### config.mk
export PLATFORM = sky130hd
export DESIGN_NAME = vga_pixel_out_flat
export DESIGN_NICKNAME = d
export VERILOG_FILES = /design/src/rtl/vga_pixel_out_if.sv /design/src/rtl/vga_pixel_out.sv /design/src/flat_wrapper.sv
export SDC_FILE = /design/constraint.sdc
export NUM_CORES = 1
export LEC_CHECK = 0
export BUFFER_PORTS_ARGS = -buffer_cell sky130_fd_sc_hd__buf_2
export CAP_MARGIN = 20
export CORE_ASPECT_RATIO = 1.25
export CORE_MARGIN = 4
export CORE_UTILIZATION = 35
export DETAILED_ROUTE_END_ITERATION = 7
export PLACE_DENSITY = 0.65
export SYNTH_ARGS = -nofsm -noshare
export SYNTH_HDL_FRONTEND = slang
export SYNTH_SLANG_ARGS = --single-unit
### constraint.sdc
create_clock -name clk -period 4.2 [get_ports clk]
set_input_delay 0.84 -clock clk [delete_from_list [all_inputs] [get_ports clk]]
set_output_delay 0.84 -clock clk [all_outputs]
set_load 0.01 [all_outputs]
### src/rtl/vga_pixel_out_if.sv
// Pixel FIFO link between the upstream frame reader and the VGA output stage.
// The display side pops words and requests a flush after an underrun.
interface vga_pixel_out_if;
  localparam int unsigned PIX_W = 24;

  logic             fifo_empty;
  logic [PIX_W-1:0] fifo_data;
  logic             fifo_re;
  logic             flush;

  modport master (
    input  fifo_empty,
    input  fifo_data,
    output fifo_re,
    output flush
  );

  modport slave (
    output fifo_empty,
    output fifo_data,
    input  fifo_re,
    input  flush
  );
endinterface

### src/rtl/vga_pixel_out.sv
// 640x480@60 VGA timing generator that streams pixels out of a FWFT FIFO.
// Underrun blanks the rest of the frame and flushes upstream until the next blanking.
module vga_pixel_out (
  input  logic                   clk,
  input  logic                   rst,
  input  logic                   pix_ce,
  input  logic                   clr_underflow,
  vga_pixel_out_if.master        fifo,
  output logic                   hsync,
  output logic                   vsync,
  output logic                   blank,
  output logic [7:0]             red,
  output logic [7:0]             green,
  output logic [7:0]             blue,
  output logic                   frame_start,
  output logic                   underflow
);

  localparam int unsigned H_ACTIVE = 640;
  localparam int unsigned H_FP     = 16;
  localparam int unsigned H_SYNC   = 96;
  localparam int unsigned H_BP     = 48;
  localparam int unsigned H_TOTAL  = H_ACTIVE + H_FP + H_SYNC + H_BP;
  localparam int unsigned V_ACTIVE = 480;
  localparam int unsigned V_FP     = 10;
  localparam int unsigned V_SYNC   = 2;
  localparam int unsigned V_BP     = 33;
  localparam int unsigned V_TOTAL  = V_ACTIVE + V_FP + V_SYNC + V_BP;
  localparam int unsigned CNT_W    = 10;
  localparam int unsigned PIX_W    = 24;

  localparam int unsigned HS_START = H_ACTIVE + H_FP;
  localparam int unsigned HS_END   = HS_START + H_SYNC;
  localparam int unsigned VS_START = V_ACTIVE + V_FP;
  localparam int unsigned VS_END   = VS_START + V_SYNC;

  typedef enum logic [1:0] {
    IDLE   = 2'd0,
    RUN    = 2'd1,
    RESYNC = 2'd2
  } state_e;

  state_e             state_q, state_d;
  logic [CNT_W-1:0]   h_cnt_q, h_cnt_d;
  logic [CNT_W-1:0]   v_cnt_q, v_cnt_d;
  logic               hsync_q, hsync_d;
  logic               vsync_q, vsync_d;
  logic               blank_q, blank_d;
  logic [PIX_W-1:0]   rgb_q, rgb_d;
  logic               frame_start_q, frame_start_d;
  logic               underflow_q, underflow_d;
  logic               flush_q, flush_d;

  logic active_c;
  logic origin_c;
  logic h_last_c;
  logic v_last_c;
  logic hs_on_c;
  logic vs_on_c;
  logic resync_done_c;
  logic pop_c;
  logic underrun_c;

  // Position decode from the current counter values
  always_comb begin
    active_c      = (h_cnt_q < CNT_W'(H_ACTIVE)) && (v_cnt_q < CNT_W'(V_ACTIVE));
    origin_c      = (h_cnt_q == '0) && (v_cnt_q == '0);
    h_last_c      = (h_cnt_q == CNT_W'(H_TOTAL - 1));
    v_last_c      = (v_cnt_q == CNT_W'(V_TOTAL - 1));
    hs_on_c       = (h_cnt_q >= CNT_W'(HS_START)) && (h_cnt_q < CNT_W'(HS_END));
    vs_on_c       = (v_cnt_q >= CNT_W'(VS_START)) && (v_cnt_q < CNT_W'(VS_END));
    resync_done_c = (h_cnt_q == '0) && (v_cnt_q == CNT_W'(V_ACTIVE));
    pop_c         = pix_ce && active_c && (state_q == RUN) && !fifo.fifo_empty && !rst;
    underrun_c    = pix_ce && active_c && (state_q == RUN) && fifo.fifo_empty;
  end

  // Next-state and next-output logic; everything holds between pixel ticks
  always_comb begin
    state_d       = state_q;
    h_cnt_d       = h_cnt_q;
    v_cnt_d       = v_cnt_q;
    hsync_d       = hsync_q;
    vsync_d       = vsync_q;
    blank_d       = blank_q;
    rgb_d         = rgb_q;
    frame_start_d = 1'b0;
    underflow_d   = underflow_q;
    flush_d       = flush_q;

    // A fresh underrun beats a simultaneous clear
    if (underrun_c) begin
      underflow_d = 1'b1;
    end else if (clr_underflow) begin
      underflow_d = 1'b0;
    end

    if (pix_ce) begin
      if (h_last_c) begin
        h_cnt_d = '0;
        v_cnt_d = v_last_c ? '0 : v_cnt_q + CNT_W'(1);
      end else begin
        h_cnt_d = h_cnt_q + CNT_W'(1);
      end

      hsync_d       = !hs_on_c;
      vsync_d       = !vs_on_c;
      blank_d       = !pop_c;
      rgb_d         = pop_c ? fifo.fifo_data : '0;
      frame_start_d = origin_c && !fifo.fifo_empty && (state_q != RESYNC);

      case (state_q)
        IDLE: begin
          if (origin_c && !fifo.fifo_empty) begin
            state_d = RUN;
          end
        end
        RUN: begin
          if (active_c && fifo.fifo_empty) begin
            state_d = RESYNC;
          end
        end
        RESYNC: begin
          if (resync_done_c) begin
            state_d = IDLE;
          end
        end
        default: state_d = IDLE;
      endcase

      flush_d = (state_d == RESYNC);
    end
  end

  always_ff @(posedge clk) begin
    if (rst) begin
      state_q       <= IDLE;
      h_cnt_q       <= '0;
      v_cnt_q       <= '0;
      hsync_q       <= 1'b1;
      vsync_q       <= 1'b1;
      blank_q       <= 1'b1;
      rgb_q         <= '0;
      frame_start_q <= 1'b0;
      underflow_q   <= 1'b0;
      flush_q       <= 1'b0;
    end else begin
      state_q       <= state_d;
      h_cnt_q       <= h_cnt_d;
      v_cnt_q       <= v_cnt_d;
      hsync_q       <= hsync_d;
      vsync_q       <= vsync_d;
      blank_q       <= blank_d;
      rgb_q         <= rgb_d;
      frame_start_q <= frame_start_d;
      underflow_q   <= underflow_d;
      flush_q       <= flush_d;
    end
  end

  assign fifo.fifo_re = pop_c;
  assign fifo.flush   = flush_q;
  assign hsync        = hsync_q;
  assign vsync        = vsync_q;
  assign blank        = blank_q;
  assign red          = rgb_q[23:16];
  assign green        = rgb_q[15:8];
  assign blue         = rgb_q[7:0];
  assign frame_start  = frame_start_q;
  assign underflow    = underflow_q;

endmodule

### src/flat_wrapper.sv
// flat-port wrapper written by rule: the top's interface ports become plain ports
module vga_pixel_out_flat 
  (clk, rst, pix_ce, clr_underflow, hsync, vsync, blank, red, green, blue, frame_start, underflow, fifo_fifo_empty, fifo_fifo_data, fifo_fifo_re, fifo_flush);
  vga_pixel_out_if fifo_i ();
  input  logic clk;
  input  logic rst;
  input  logic pix_ce;
  input  logic clr_underflow;
  output logic hsync;
  output logic vsync;
  output logic blank;
  output logic [7:0] red;
  output logic [7:0] green;
  output logic [7:0] blue;
  output logic frame_start;
  output logic underflow;
  input wire logic [$bits(fifo_i.fifo_empty)-1:0] fifo_fifo_empty;
  input wire logic [$bits(fifo_i.fifo_data)-1:0] fifo_fifo_data;
  output wire logic [$bits(fifo_i.fifo_re)-1:0] fifo_fifo_re;
  output wire logic [$bits(fifo_i.flush)-1:0] fifo_flush;
  assign fifo_i.fifo_empty = fifo_fifo_empty;
  assign fifo_i.fifo_data = fifo_fifo_data;
  assign fifo_fifo_re = fifo_i.fifo_re;
  assign fifo_flush = fifo_i.flush;
  vga_pixel_out u_core (.clk(clk), .rst(rst), .pix_ce(pix_ce), .clr_underflow(clr_underflow), .fifo(fifo_i), .hsync(hsync), .vsync(vsync), .blank(blank), .red(red), .green(green), .blue(blue), .frame_start(frame_start), .underflow(underflow));
endmodule
# After elaboration in Yosys (flattened, before gate mapping)
# Cells that the tools add are included.
[totals]
regBits = 52
word_cells = 60
[classes]
addsub = 2
order_cmp = 6
n_eq_ne = 7
n_mux = 10
bitwise_logic = 1
reduce_logical = 24
[ops]
columns = ["cell", "count"]
rows = [
  ["$mux 24", 1],
  ["$add 10x1->10 const B", 2],
  ["$eq 10x10->1 const B", 2],
  ["$logic_not 10->1", 2],
  ["$lt 10x10->1 const B", 2],
  ["$lt 10x9->1 const B", 2],
  ["$mux 10", 2],
  ["$logic_and 1x1->1", 13],
  ["$eq 10x9->1 const B", 1],
  ["$ge 10x10->1 const B", 1],
  ["$ge 10x9->1 const B", 1],
  ["$mux 2", 4],
  ["$pmux 2 s3", 1],
  ["$logic_not 1->1", 5],
  ["$eq 2x2->1 const B", 2],
  ["$eq 2x1->1 const B", 1],
  ["$logic_not 2->1", 1],
  ["$mux 1", 2],
  ["$ne 2x2->1 const B", 1],
  ["$reduce_and 2->1", 1],
  ["$reduce_bool 2->1", 1],
  ["$reduce_or 2->1", 1],
  ["$not 1->1", 1],
]

# Logic depth before layout (Yosys ltp)
# Gate-level depths: netlist (run 1).
[depth]
ltp_word = 7
depth_mapped = 6
ltp_nobuf = 6

# Least setup slack after synthesis (run 1)
# OpenSTA, ideal clock, no wires.
[synth_timing]
path_kind = "in2out"
from = "in fifo_fifo_empty"
to = "out fifo_fifo_re"
arrival_time_ps = 2162
t_required_ps = 3360
setup_slack_ps = 1198
stages = 3
path_buffers = 1
cell_sequence = "or4b_2 nor4_2 buf_2"
[synth_via]
elab_chain_cells = 3
[synth_rtl]
columns = ["element", "line", "text"]
rows = [
  ["from (decl)", "flat_wrapper.sv:17", "input wire logic [$bits(fifo_i.fifo_empty)-1:0] fifo_fifo_empty;"],
  ["$logic_not 1->1", "vga_pixel_out.sv:73", "pop_c = pix_ce && active_c && (state_q == RUN) && !fifo.fifo_empty && !rst;"],
  ["$logic_and 1x1->1 (2 in series)", "vga_pixel_out.sv:73", ""],
  ["to (decl)", "flat_wrapper.sv:19", "output wire logic [$bits(fifo_i.fifo_re)-1:0] fifo_fifo_re;"],
]
# No other way between the ends.

# Final worst setup path (run 1)
[layout_timing]
from = "in pix_ce"
to = "out fifo_fifo_re"
[layout_via]
elab_chain_cells = 4
[layout_rtl]
columns = ["element", "line", "text"]
rows = [
  ["from (decl)", "flat_wrapper.sv:7", "input logic pix_ce;"],
  ["$logic_and 1x1->1 (4 in series)", "vga_pixel_out.sv:73", ""],
]
# No other way between the ends.

==> summary by stage, run 1 <==
Logic synthesis
The average footprint of a synthesized cell is 9.41 um2. The synthesized design spends more area on one cell type than any other, namely sky130_fd_sc_hd__dfxtp_1. Yosys mapped a number of flops with a built-in enable equal to 0. The most instantiated flip-flop cell in the synthesis netlist is sky130_fd_sc_hd__dfxtp_1. Yosys attributes the largest share of cell area to sky130_fd_sc_hd__dfxtp_1 49%, sky130_fd_sc_hd__a22o_1 9.0%, sky130_fd_sc_hd__nand3_1 3.3%, sky130_fd_sc_hd__nand2_1 3.0%, sky130_fd_sc_hd__nor2_1 2.8%. The post-synthesis sequential area ratio is around half.

Summed over its instances, the top area cell type makes up 48.7% of the synthesized netlist area. After synthesis, the share of flip-flops with an asynchronous set or reset is 0%. Synthesis instantiated 39 different standard cells from the library. During synthesis, Yosys emitted a total of 0 warnings. When the netlist entered floorplanning its net count stood at 260. Synthesis produced between 200 and 250 cells. Synthesis inferred 52 register bits. In this run the cell area of the synthesized design comes to between 2000 and 2500 um2.

Power and ir drop
The power share of the combinational group is under 10%. Of the total power, registers draw ~60%. For this design the total switching power over the nets is roughly 0.0002 W.

The power density normalized to cell area is 325 nW/um2. For this design the static power due to leakage is approximately 1.1 nW. The internal power contribution is 0.000643 W. The switching fraction of total power is about a quarter. The clock network fraction of total power is about a third. VDD sags by at most about 0.25 mV.

Floorplanning
In this run the core area contains 31 standard-cell rows. In this run the standard cell core region covers about 5900 um2. The die height is 95.3 um. Once the floorplan was initialized, standard cells occupied ~36% of the core. The I/O pin count is 60.

The floorplan step defined a die boundary enclosing roughly 7400 um2. In this run the horizontal extent of the chip is between 70 and 80 um.

Detailed routing
Detailed routing inserted a total of between 1500 and 2000 vias. The post-detailed-route wirelength per cell is ~13 um. In the routed layout, each cell is associated on average with a via count of approximately 5. The number of iterations in the first detailed-routing pass is 6. The number of antenna-violating nets in the routed design is 0.

The first routing iteration left between 70 and 80 violations. The total DRC errors in the routed layout is 0. The final wirelength is 4.73 mm.

Placed design
Detailed placement finished with a half-perimeter wire length of 3.57 mm. During placement, the flow inserted port buffers numbering 59. The last weighted congestion value of the routability-driven placer is roughly 0.83.

Timing
After routing, the total negative slack on setup checks comes to 0 ns. Setup repair after global routing left no endpoint under its margin. The worst pin sits at a relative slew slack of between 40% and 50%. The worst path uses between 70% and 80% of the clock period. Static timing analysis puts the maximum clock frequency at approximately 0.33 GHz. Setup violations remaining at the end of the flow were counted as 0. The routed design could run at a clock period as short as around 3.0 ns. At the pin with the least slew margin, the transition time is between 0.8 and 0.9 ns. Clock skew on the completed layout was measured at 0.00483 ns. The number of endpoints with negative hold slack in the final report was 0. The final count of pins violating max slew was 0.

Status
The flow ran to the end, and the final reports show no timing, DRC or antenna violations.

Setup path
In this design, the stage delay of the slowest critical-path cell is roughly 0.66 ns. The arrival time at the worst endpoint is ~2.2 ns. STA classifies the critical path startpoint as an input port.

The cell that appears most often on the critical path is sky130_fd_sc_hd__buf_2. The worst register-to-register path begins at u_core.h_cnt_q[0]. The signal on the critical path passes through buf_2 > or4b_2 > nor4_4 > buf_2. The critical path in this run is classified as input port to output port. At the worst endpoint, the required time is 3.36 ns. The dominant delay contributor by cell family on the critical path is simple AND/OR/NAND/NOR gates. Across all register-to-register paths, the minimum setup slack is between 2 and 2.5 ns. The reg-to-reg critical path endpoint is u_core.v_cnt_q[3].

The critical-path cell with the highest stage delay is sky130_fd_sc_hd__or4b_2. In this run the worst path has a maximum fanout of 21. The number of cells on the worst reg-to-reg path is 5. The count of buffer and inverter cells on the critical path is 2. The worst setup path is captured at an output port.

Clocking
The clock drives 52 sinks. After clock tree synthesis, the clock-pin slew on the worst setup and hold paths is 0.10 ns. CTS placed an instance of sky130_fd_sc_hd__clkbuf_8 at the clock tree root. The CTS tree is done. Hold repair after CTS inserted 0 buffers. The number of CTS-inserted buffers is 5. The worst-case clock buffer depth is 2. The post-CTS setup-driven buffer insertion count is 0. The number of instances resized during post-cts repair is 0. The number of levels in the clock H-tree is 2. Clock latency on the worst-skew pair, taken at its later pin, is 0.31 ns.

Cells and area
The layout cell share with drive strength beyond 1 is about a quarter. The number of antenna diodes in the final layout is 0. The final layout contains 315 nets. Measured on the finished design, the core utilization comes to 44.4%. The count of filler cells inserted in the layout is approximately 560.

The area overhead of the layout relative to synthesis is 21.7%.

Min path
The worst hold path passes through 2 cells. The capture endpoint of the worst hold path is u_core.underflow. The startpoint of the most critical hold path is u_core.underflow.

The classification of the worst-slack hold path is flop to flop.

Global routing
The global-route usage over all layers is 12.8%. After global routing the overflow that remains totals 0. The number of global-route vias before repair is about 1700. The first global-routing pass estimated approximately 7.7 mm of wire. The initial antenna violation count is 0.

The largest net degree at the start of global routing is 26.

Run
Across the run, the number of max-cap violations was 0.
cell type report:
type                            count  area (um2)  area share (%)
Clock buffer                        5        68.8            2.65
Multi-Input combinational cell    156        1030            39.6
Clock inverter                      3        25.0           0.963
Tap cell                           82         103            3.95
Sequential cell                    52        1040            40.1
Inverter                            6        22.5           0.867
Timing Repair Buffer               61         310            11.9
layout by cell type (no fill, tap or decap), types with 4 or more instances in the layout:
cell type                  count
sky130_fd_sc_hd__nor3_1       10
sky130_fd_sc_hd__nand2_1      17
sky130_fd_sc_hd__inv_1         6
sky130_fd_sc_hd__nor4_1        4
sky130_fd_sc_hd__clkbuf_8      5
sky130_fd_sc_hd__or4_1         7
sky130_fd_sc_hd__and4_1        4
sky130_fd_sc_hd__xor2_1        6
sky130_fd_sc_hd__nand4_1       4
sky130_fd_sc_hd__dfxtp_1      52
sky130_fd_sc_hd__ha_1          4
sky130_fd_sc_hd__a21oi_1      10
sky130_fd_sc_hd__nor2_1       16
sky130_fd_sc_hd__xnor2_1       5
sky130_fd_sc_hd__a22o_1       22
sky130_fd_sc_hd__buf_2        59
sky130_fd_sc_hd__o31ai_1       4
sky130_fd_sc_hd__nand3_1      14
state kept, by name, indices dropped and copies added (netlist names):
register            cells
u_core.underflow        1
u_core.frame_start      1
u_core.v_cnt_q         10
u_core.state_q          2
u_core.hsync            1
u_core.rgb_q           24
u_core.vsync            1
u_core.blank            1
u_core.fifo.flush       1
u_core.h_cnt_q         10
tightest hold or removal path, cell delays in order, from the launching register on:
cell and delay [ns]:
sky130_fd_sc_hd__dfxtp_1 0.32, sky130_fd_sc_hd__nand2_1 0.05, sky130_fd_sc_hd__nand2_1 0.04
per-layer routing:
metal  track usage (%)  routed length, um
met1              15.7               2210
met2              20.2               2160
met3              3.69                269
met4              6.82                 97
met5                 0                  0
metrics by stage:
step                cells  hold slack [ns]  worst slack, ns  total power, W  instance area [um2]
detailed placement    357            0.432             1.20        0.000565                 2500
CTS                   365            0.455             1.19        0.000857                 2600
floorplan             227            0.455             1.20        0.000541                 2140
global route          365            0.493             1.12        0.000879                 2600
global placement      357            0.432             1.20        0.000565                 2500
finish                365            0.449             1.21        0.000844                 2600
power groups by stage:
stage | Sequential (W) | Combinational (W) | Clock, W
after floorplan | 0.000516 | 0.0000249 | 0
after global placement | 0.000515 | 0.0000503 | 0
after detailed placement | 0.000515 | 0.0000506 | 0
after CTS | 0.000504 | 0.0000509 | 0.000302
after global routing | 0.000505 | 0.0000565 | 0.000318
final | 0.000503 | 0.0000499 | 0.000290
worst max-delay path by stage:
stage | from | to | slack [ns] | depth (start not counted)
6_report | pix_ce | fifo_fifo_re | 1.21 | 4
5_1_grt | pix_ce | fifo_fifo_re | 1.12 | 4
4_1_cts | pix_ce | fifo_fifo_re | 1.19 | 4
3_5_place_dp | pix_ce | fifo_fifo_re | 1.20 | 4
3_3_place_gp | pix_ce | fifo_fifo_re | 1.20 | 4
2_1_floorplan | fifo_fifo_empty | fifo_fifo_re | 1.20 | 3
logic make-up (layout without fill, tap and decap cells):
logic type	after synthesis	in the layout	share of synthesized area, %
AOI/OAI and AO/OA	45	45	15.6
buffers and inverters	19	75	3.51
DFF	52	52	48.7
and+or+nand+nor	95	95	24.8
adders and majority gates	4	4	2.34
xor gates and xnor gates	11	11	4.51
muxes	1	1	0.469
Yosys cell counts, types with 4 or more instances:
| master | n |
|---|---|
| sky130_fd_sc_hd__a21oi_1 | 10 |
| sky130_fd_sc_hd__a22o_1 | 22 |
| sky130_fd_sc_hd__and4_1 | 4 |
| sky130_fd_sc_hd__clkbuf_1 | 9 |
| sky130_fd_sc_hd__dfxtp_1 | 52 |
| sky130_fd_sc_hd__ha_1 | 4 |
| sky130_fd_sc_hd__inv_1 | 6 |
| sky130_fd_sc_hd__nand2_1 | 17 |
| sky130_fd_sc_hd__nand3_1 | 14 |
| sky130_fd_sc_hd__nand4_1 | 4 |
| sky130_fd_sc_hd__nor2_1 | 16 |
| sky130_fd_sc_hd__nor3_1 | 10 |
| sky130_fd_sc_hd__nor4_1 | 4 |
| sky130_fd_sc_hd__o31ai_1 | 4 |
| sky130_fd_sc_hd__or4_1 | 7 |
| sky130_fd_sc_hd__xnor2_1 | 5 |
| sky130_fd_sc_hd__xor2_1 | 6 |
Power figures use the tool's default switching activity.
==> run 2, diff against run 1 <==
--- a/config.mk
+++ b/config.mk
@@ -5,6 +5,7 @@
 export SDC_FILE = /design/constraint.sdc
 export NUM_CORES = 1
 export LEC_CHECK = 0
+export ABC_AREA = 1
 export BUFFER_PORTS_ARGS = -buffer_cell sky130_fd_sc_hd__buf_2
 export CAP_MARGIN = 20
 export CORE_ASPECT_RATIO = 1.25
==> constraint.sdc (replaced) <==
create_clock -name clk -period 2.9 [get_ports clk]
set_input_delay 0.58 -clock clk [delete_from_list [all_inputs] [get_ports clk]]
set_output_delay 0.58 -clock clk [all_outputs]
set_load 0.01 [all_outputs]
==> run 2 against run 1 <==
Final cell count up 30%; area after synthesis up 10%; critical path depth up 2; critical path type is now flop to output port; highest routed layer unchanged.
==> summary by stage, run 2 <==
Status
Run status: finished clean (unchanged).

Global routing
The number of global-route vias before repair was 2107 (was 1724). The leftover overflow at the end of global routing is 0 (unchanged). The largest net degree at the start of global routing is 24 (was 26).

The first-pass GRT wire length came to 9.52 mm (was 7.66 mm). The global-route usage over all layers is 14.7% (was 12.8%). The initial antenna violation count is 0 (unchanged).

Setup path
The delay of the slowest critical-path stage is 0.43 ns (was 0.66 ns). The maximum fanout along the worst path is 6 (was 21). The arrival time at the worst endpoint is 1.47 ns (was 2.15 ns). The most prevalent standard cell on the critical path is sky130_fd_sc_hd__nor2_1 (was sky130_fd_sc_hd__buf_2). The type of the worst setup path is flop to output port (was input port to output port). Critical Path, Cell by Cell: nand2_1 > nor2_1 > nor2_1 > nand3_1 > inv_2 > buf_2 (was buf_2 > or4b_2 > nor4_4 > buf_2). The launching element type of the critical path was a flop (was input port). The critical path required time is 2.32 ns (was 3.36 ns). The critical-path cell with the highest stage delay is sky130_fd_sc_hd__dfxtp_1 (was sky130_fd_sc_hd__or4b_2). The nature of the critical path endpoint is an output port (unchanged).

Timing
Unrepaired setup endpoints after global routing: no (unchanged). Dividing the final minimum period by the clock period gives 70.7%. The maximum clock frequency is 0.488 GHz.

The number of setup violations in the final report is 0 (unchanged). The number of endpoints with negative hold slack in the final report is 0 (unchanged). The slew at the pin closest to its max-slew limit was 0.382 ns (was 0.881 ns). The clock tree skew after final layout came to 0.00846 ns (was 0.00483 ns). The final count of pins violating max slew is 0 (unchanged). The aggregate negative setup slack is 0 ns (unchanged). The worst relative slew slack is 74.5% (was 40.8%). The final period demand of the worst path is about 2 ns.

Power and ir drop
The cell leakage power came to 1.43 nW (was 1.08 nW). The power density normalized to cell area is 472 nW/um2 (was 325 nW/um2). The peak ir drop on the vdd network is 0.455 mV (was 0.253 mV).

Placed design
The number of I/O port buffers was 59 (unchanged). The half-perimeter wire length of the detailed placement result is 4.28 mm (was 3.57 mm). The cell count after placement came to 467 (was 357). The last weighted congestion value of the routability-driven placer is 0.900 (was 0.834).

Clocking
The insertion delay to the later sink of the worst-skew pair came to 0.32 ns (was 0.31 ns). The number of levels in the clock H-tree came to 2 (unchanged). The number of instances resized during post-cts repair is 0 (unchanged). The CTS tree is done (unchanged).

The clock-pin slew reported for the worst setup and hold paths after clock tree synthesis was 0.10 ns (about the same). The number of CTS-inserted buffers is 5 (unchanged). The number of sinks handled by clock tree synthesis was 52 (unchanged).

The hold buffer count at CTS is 0 (unchanged). The post-CTS setup-driven buffer insertion count is 0 (unchanged). The worst-case clock buffer depth is 2 (unchanged). The buffer cell driving the clock tree root is sky130_fd_sc_hd__clkbuf_8 (unchanged).

Cells and area
Top Registers: u_core.rgb_q: 24 flops, u_core.h_cnt_q: 10 flops, u_core.v_cnt_q: 10 flops (unchanged). The number of antenna diodes is 0 (unchanged). The top register by number of flip-flops is u_core.rgb_q (unchanged). The layout cell share with drive strength beyond 1 came to 22.9% (was 26.5%).

The number of nets in the layout is 420 (was 315). The number of flip-flops under the largest register name is 24 (unchanged). The area overhead of the layout relative to synthesis was 20.7% (was 21.7%). The commonest non-fill, non-tap cell in the layout is sky130_fd_sc_hd__nand2_1 (was sky130_fd_sc_hd__buf_2). Top library cells by usage in the layout, fill and taps aside: 111 x sky130_fd_sc_hd__nand2_1, 59 x sky130_fd_sc_hd__buf_2, 52 x sky130_fd_sc_hd__dfxtp_1 (was 59 x sky130_fd_sc_hd__buf_2, 52 x sky130_fd_sc_hd__dfxtp_1, 22 x sky130_fd_sc_hd__a22o_1). The number of standard cells in the final layout excluding fillers was 475 (was 365).

Floorplanning
The die height came to 99.7 um (was 95.3 um). The I/O pin count is 60 (unchanged). The width of the die is 81.4 um (was 77.9 um).

The area inside the core boundary is 6570 um2 (was 5860 um2). The number of placement rows is 33 (was 31). The effective utilization at floorplan is 35.9% (was 36.5%). The total die area is 8120 um2 (was 7420 um2).

Logic synthesis
The number of flip-flops and latches in the synthesized netlist was 52 (unchanged). The average footprint of a synthesized cell was 7.23 um2 (was 9.41 um2). The fraction of synthesized cell area in xor and xnor cells is 1.12% (was 4.51%). The complex-gate fraction of the synthesized area is 5.58% (was 15.6%). Top cells by count, synth: 111 x sky130_fd_sc_hd__nand2_1, 52 x sky130_fd_sc_hd__dfxtp_1, 37 x sky130_fd_sc_hd__nor2_1 (was 52 x sky130_fd_sc_hd__dfxtp_1, 22 x sky130_fd_sc_hd__a22o_1, 17 x sky130_fd_sc_hd__nand2_1). Dominant cells by area after synthesis: sky130_fd_sc_hd__dfxtp_1 44%, sky130_fd_sc_hd__nand2_1 18%, sky130_fd_sc_hd__nor2_1 5.9%, sky130_fd_sc_hd__inv_1 5.3%, sky130_fd_sc_hd__nand3_1 3.8% (was sky130_fd_sc_hd__dfxtp_1 49%, sky130_fd_sc_hd__a22o_1 9.0%, sky130_fd_sc_hd__nand3_1 3.3%, sky130_fd_sc_hd__nand2_1 3.0%, sky130_fd_sc_hd__nor2_1 2.8%).

The number of enable flip-flop cells after synthesis was 0 (unchanged). The dominant cell by count in the synthesized netlist is sky130_fd_sc_hd__nand2_1 (was sky130_fd_sc_hd__dfxtp_1). The synthesized-area fraction occupied by adder cells is 2.12% (was 2.34%).

The count of cell types in the netlist was 31 (was 39). The share of async-settable or async-resettable flops after synthesis is 0% (unchanged). The fraction of synthesized area in multiplexers was 0% (was 0.469%).

The number of nets produced by synthesis is 359 (was 260). The post-synthesis cell type with the largest combined area is sky130_fd_sc_hd__dfxtp_1 (unchanged). The combinational family with the most area after synthesis is simple AND/OR/NAND/NOR gates (unchanged). The area of the mapped netlist is 2360 um2 (was 2140 um2). The most instantiated flip-flop cell in the synthesis netlist is sky130_fd_sc_hd__dfxtp_1 (unchanged). The post-synthesis sequential area ratio is 44.2% (was 48.7%). The proportion of netlist area held by the largest area contributor is 44.2% (was 48.7%). The area fraction in and, or, nand and nor cells after synthesis is 38.9% (was 24.8%). The gate count after technology mapping is 326 (was 227). The warning count from the yosys run is 0 (unchanged).

Min path
The classification of the worst-slack hold path is input port to flop (was flop to flop).

Detailed routing
The final wirelength is 5.46 mm (was 4.73 mm). The number of iterations in the first detailed-routing pass was 4 (was 6). The number of vias per cell after detailed routing is 4.56 (was 5.00).

The total DRC errors in the routed layout is 0 (unchanged). The iteration-0 DRC count of the detailed router is 76 (unchanged). The number of antenna-violating nets in the routed design is 0 (unchanged).

The via count is 2166 (was 1826). The post-detailed-route wirelength per cell came to 11.5 um (was 13.0 um).

Run
The number of maximum-capacitance constraint violations was 0 (unchanged).
## run 2: cell type report
class	count	area (um2)
clock inverters	3	50.0
multi-input cells	230	1120
flip-flops and latches	52	1040
clock buffers	5	68.8
fillers	673	3720
inverters	37	141
well taps	87	109
repair buffers	61	310
## run 2: through the flow
step	util [%]	area, um2	setup WS [ns]	hold slack (ns)	power [W]
3_5_place_dp	41.5	2730	0.885	0.434	0.000827
5_1_grt	43.3	2840	0.694	0.426	0.00139
3_3_place_gp	41.5	2730	0.938	0.432	0.000827
2_1_floorplan	-	2360	1.02	0.415	0.000791
6_report	43.3	2840	0.849	0.442	0.00134
4_1_cts	43.3	2840	0.836	0.431	0.00136
## run 2: path summary, 6_finish.rpt
| kind | startpoint | to | slack (ns) | cells past startpoint |
|---|---|---|---|---|
| worst max-delay path | u_core.v_cnt_q[6] | fifo_fifo_re | 0.85 | 6 |
| worst min-delay path | fifo_fifo_data[15] | u_core.rgb_q[15] | 0.44 | 3 |
| worst max register to register | u_core.v_cnt_q[1] | u_core.state_q[1] | 1.33 | 7 |
| worst min register to register | u_core.state_q[1] | u_core.frame_start | 0.45 | 1 |
## run 2: worst max-delay path: cells and delay by family (launching register included)
kind,cells,cell delay (ns)
and+or+nand+nor,4,0.53
DFF,1,0.43
buffers and inverters,2,0.19
## run 2: power breakdown
| part | switching (W) | total [W] | internal (W) |
|---|---|---|---|
| registers | 0.00000586 | 0.000729 | 0.000723 |
| clock network | 0.000265 | 0.000532 | 0.000267 |
| logic | 0.0000483 | 0.0000804 | 0.0000321 |
## run 2: layer usage
layer / GRT usage, % / wire (um) / vias to the layer above / share of wire, %
met5: 0 / 0 / - / 0
met4: 6.24 / 141 / 0 / 2.6
met3: 3.53 / 327 / 11 / 6.0
met2: 24.8 / 2640 / 61 / 48
met1: 17.6 / 2350 / 951 / 43
li1: - / - / 1143 / -
## run 2: cell families (layout without fill, tap and decap cells)
kind of cell,count (synthesis),after routing
compound gates,24,24
xor+xnor,3,3
fa+ha+maj,4,4
buf+inv,44,106
flops,52,52
simple gates,199,199
==> run 3, diff against run 2 <==
--- a/config.mk
+++ b/config.mk
@@ -5,7 +5,7 @@
 export SDC_FILE = /design/constraint.sdc
 export NUM_CORES = 1
 export LEC_CHECK = 0
-export ABC_AREA = 1
+export ABC_AREA = 0
 export BUFFER_PORTS_ARGS = -buffer_cell sky130_fd_sc_hd__buf_2
 export CAP_MARGIN = 20
 export CORE_ASPECT_RATIO = 1.25
==> constraint.sdc (replaced) <==
create_clock -name clk -period 2.03 [get_ports clk]
set_input_delay 0.406 -clock clk [delete_from_list [all_inputs] [get_ports clk]]
set_output_delay 0.406 -clock clk [all_outputs]
set_load 0.01 [all_outputs]
==> run 3 against run 2 <==
Register-to-register slack got worse by 1.3 ns; critical path depth fell by 2; utilization rose by 4.0 points; flip-flop and latch count did not move; largest cell class is now registers.
==> summary by stage, run 3 (synthesized netlist as in run 1, its figures left out) <==
Timing
The clock tree skew after final layout came to 0.00914 ns (was 0.00846 ns). The final count of pins violating max slew is 0 (unchanged). The worst relative slew slack is 74.9% (was 74.5%). The slew at the pin closest to its max-slew limit is 0.373 ns (was 0.382 ns). The final period demand of the worst path is around 2.0 ns. Derived from the worst setup path, the maximum achievable clock frequency is roughly 0.50 GHz. Unrepaired setup endpoints after global routing: yes (was no). The portion of the clock cycle consumed by the worst path in the final layout is 98.2%. The final-layout worst hold slack came to 0.306 ns (was 0.442 ns). The number of setup violations in the final report was 0 (unchanged). The number of endpoints with negative hold slack in the final report is 0 (unchanged).

Setup path
The worst setup path endpoint is u_core.v_cnt_q[6] (was fifo_fifo_re). The type of the worst setup path is flop to flop (was flop to output port). The arrival time at the worst endpoint is 2.23 ns (was 1.47 ns).

The nature of the critical path endpoint is a flop (was output port). The depth of the worst register-to-register path came to 4 (was 7). The launching point of the worst reg2reg path is u_core.h_cnt_q[5] (was u_core.v_cnt_q[1]). The critical path required time is 2.27 ns (was 2.32 ns). The maximum fanout along the worst path is 6 (unchanged). The first element of the critical path is u_core.h_cnt_q[5] (was u_core.v_cnt_q[6]). The register-to-register path setup slack is 0.04 ns (was 1.33 ns).

The launching element type of the critical path is a flop (unchanged). The reg-to-reg critical path endpoint is u_core.v_cnt_q[6] (was u_core.state_q[1]).

Clocking
The number of levels in the clock H-tree is 2 (unchanged). The insertion delay to the later sink of the worst-skew pair was 0.31 ns (was 0.32 ns). The buffer cell driving the clock tree root is sky130_fd_sc_hd__clkbuf_8 (unchanged). The CTS tree is done (unchanged).

The clock-pin slew reported for the worst setup and hold paths after clock tree synthesis is 0.10 ns (about the same). The number of sinks handled by clock tree synthesis is 52 (unchanged). The number of CTS-inserted buffers is 5 (unchanged). The worst-case clock buffer depth is 2 (unchanged).

Cells and area
The number of flip-flops under the largest register name is 24 (unchanged). Top Registers: u_core.rgb_q: 24 flops, u_core.h_cnt_q: 10 flops, u_core.v_cnt_q: 10 flops (unchanged). The top register by number of flip-flops is u_core.rgb_q (unchanged). The number of antenna diodes came to 0 (unchanged). The commonest non-fill, non-tap cell in the layout is sky130_fd_sc_hd__buf_2 (was sky130_fd_sc_hd__nand2_1). The area overhead of the layout relative to synthesis came to 29.8% (was 20.7%).

The layout cell share with drive strength beyond 1 is 33.3% (was 22.9%). The number of standard cells in the final layout excluding fillers came to 385 (was 475). Top library cells by usage in the layout, fill and taps aside: 59 x sky130_fd_sc_hd__buf_2, 48 x sky130_fd_sc_hd__dfxtp_1, 22 x sky130_fd_sc_hd__a22o_1, 22 x sky130_fd_sc_hd__buf_4, 17 x sky130_fd_sc_hd__nand2_1 (was 111 x sky130_fd_sc_hd__nand2_1, 59 x sky130_fd_sc_hd__buf_2, 52 x sky130_fd_sc_hd__dfxtp_1). The number of nets in the layout is 335 (was 420).

Detailed routing
The number of iterations in the first detailed-routing pass is 4 (unchanged). The final wirelength is 5.16 mm (was 5.46 mm). The post-detailed-route wirelength per cell is 13.4 um (was 11.5 um).

The iteration-0 DRC count of the detailed router came to 116 (was 76). The total DRC errors in the routed layout is 0 (unchanged). The number of vias per cell after detailed routing is 5.04 (was 4.56). The number of antenna-violating nets in the routed design came to 0 (unchanged). The via count was 1940 (was 2166).

Placed design
The cell count after placement was 376 (was 467). The half-perimeter wire length of the detailed placement result is 3.73 mm (was 4.28 mm). The number of I/O port buffers was 59 (unchanged). The last weighted congestion value of the routability-driven placer is 0.805 (was 0.900).

Power and ir drop
The power density normalized to cell area is 639 nW/um2 (was 472 nW/um2). The peak ir drop on the vdd network is 0.414 mV (was 0.455 mV). The cell leakage power is 1.19 nW (was 1.43 nW).

Floorplanning
The total die area is 7420 um2 (was 8120 um2). The width of the die was 77.9 um (was 81.4 um). The number of placement rows is 31 (was 33). The I/O pin count is 60 (unchanged). The effective utilization at floorplan is 36.5% (was 35.9%).

The area inside the core boundary is 5860 um2 (was 6570 um2). The die height is 95.3 um (was 99.7 um).

Global routing
The first-pass GRT wire length came to 8.78 mm (was 9.52 mm). The largest net degree at the start of global routing is 26 (was 24). The leftover overflow at the end of global routing is 0 (unchanged). The initial antenna violation count came to 0 (unchanged). The global-route usage over all layers was 14.8% (was 14.7%). The number of global-route vias before repair is 1890 (was 2107).

Run
The number of maximum-capacitance constraint violations came to 0 (unchanged).

Min path
The classification of the worst-slack hold path is input port to flop (unchanged).

Status
Run status: finished clean (unchanged).
run 3: changes by cell type in the layout (fill, tap and decap cells not counted), sizes merged, moves of 6 or more:
cell   previous run  this run
buf              61        81
nand3            20        14
o21ai            14         3
nor2             44        16
a22o              0        22
or4               0         8
inv              39         8
nand2           117        17
run 3: cell type report:
cell class	instances	area [um2]
clock buffers	5	68.8
clock inverters	3	25.0
fillers	561	3090
inverters	6	22.5
multi-input cells	156	1040
flip-flops and latches	52	1050
well taps	82	103
repair buffers	81	460
run 3: repair_timing:
| action | CTS | global route |
|---|---|---|
| resized for setup | 3 | 5 |
| setup buffers | 1 | 0 |
| pin swaps | 2 | 1 |
| hold endpoints to repair | 0 | 0 |
| hold buffers | 0 | 0 |
| setup endpoints to repair | 1 | 9 |
run 3: critical path, stage by stage, from the launching register on:
cell and delay [ns]:
sky130_fd_sc_hd__dfxtp_1 0.33, sky130_fd_sc_hd__or3_4 0.42, sky130_fd_sc_hd__or4_4 0.56, sky130_fd_sc_hd__or4b_1 0.47
sky130_fd_sc_hd__a21oi_1 0.14
run 3: how the worst min path moves through the flow:
stage / to / depth (start not counted) / slack (ns) / startpoint
global route: u_core.rgb_q[2] / 2 / 0.29 / fifo_fifo_data[2]
finish: u_core.rgb_q[3] / 2 / 0.31 / fifo_fifo_data[3]
detailed placement: u_core.underflow / 2 / 0.43 / u_core.underflow
CTS: u_core.rgb_q[4] / 2 / 0.29 / fifo_fifo_data[4]
floorplan: u_core.v_cnt_q[8] / 2 / 0.46 / u_core.v_cnt_q[8]
global placement: u_core.underflow / 2 / 0.43 / u_core.underflow
run 3: power by group:
group	switching [W]	internal, W	leakage (nW)
registers	0.00000909	0.00103	0.422
logic	0.0000630	0.0000586	0.726
clock network	0.000356	0.000252	0.0452
total	0.000428	0.00134	1.19
run 3: metal layers:
layer  wire length, um  track usage (%)  vias up  part of all wire [%]
li1                  -                -      980                     -
met1              2360             19.0      895                    46
met2              2390             24.1       61                    46
met3               338             3.02        4                   6.6
met4                62             6.53        0                   1.2
met5                 0                0        -                     0
run 3: metrics by stage:
step           instance area (um2)  util (%)  TNS (ns)  setup slack (ns)  power [W]
2_1_floorplan                 2140         -         0           0.00617    0.00112
6_report                      2770      47.3         0            0.0363    0.00177
3_3_place_gp                  2650      45.2         0            0.0282    0.00118
3_5_place_dp                  2650      45.2         0            0.0178    0.00118
5_1_grt                       2770      47.3  -0.00147          -0.00147    0.00185
4_1_cts                       2760      47.1   -0.0284           -0.0284    0.00180
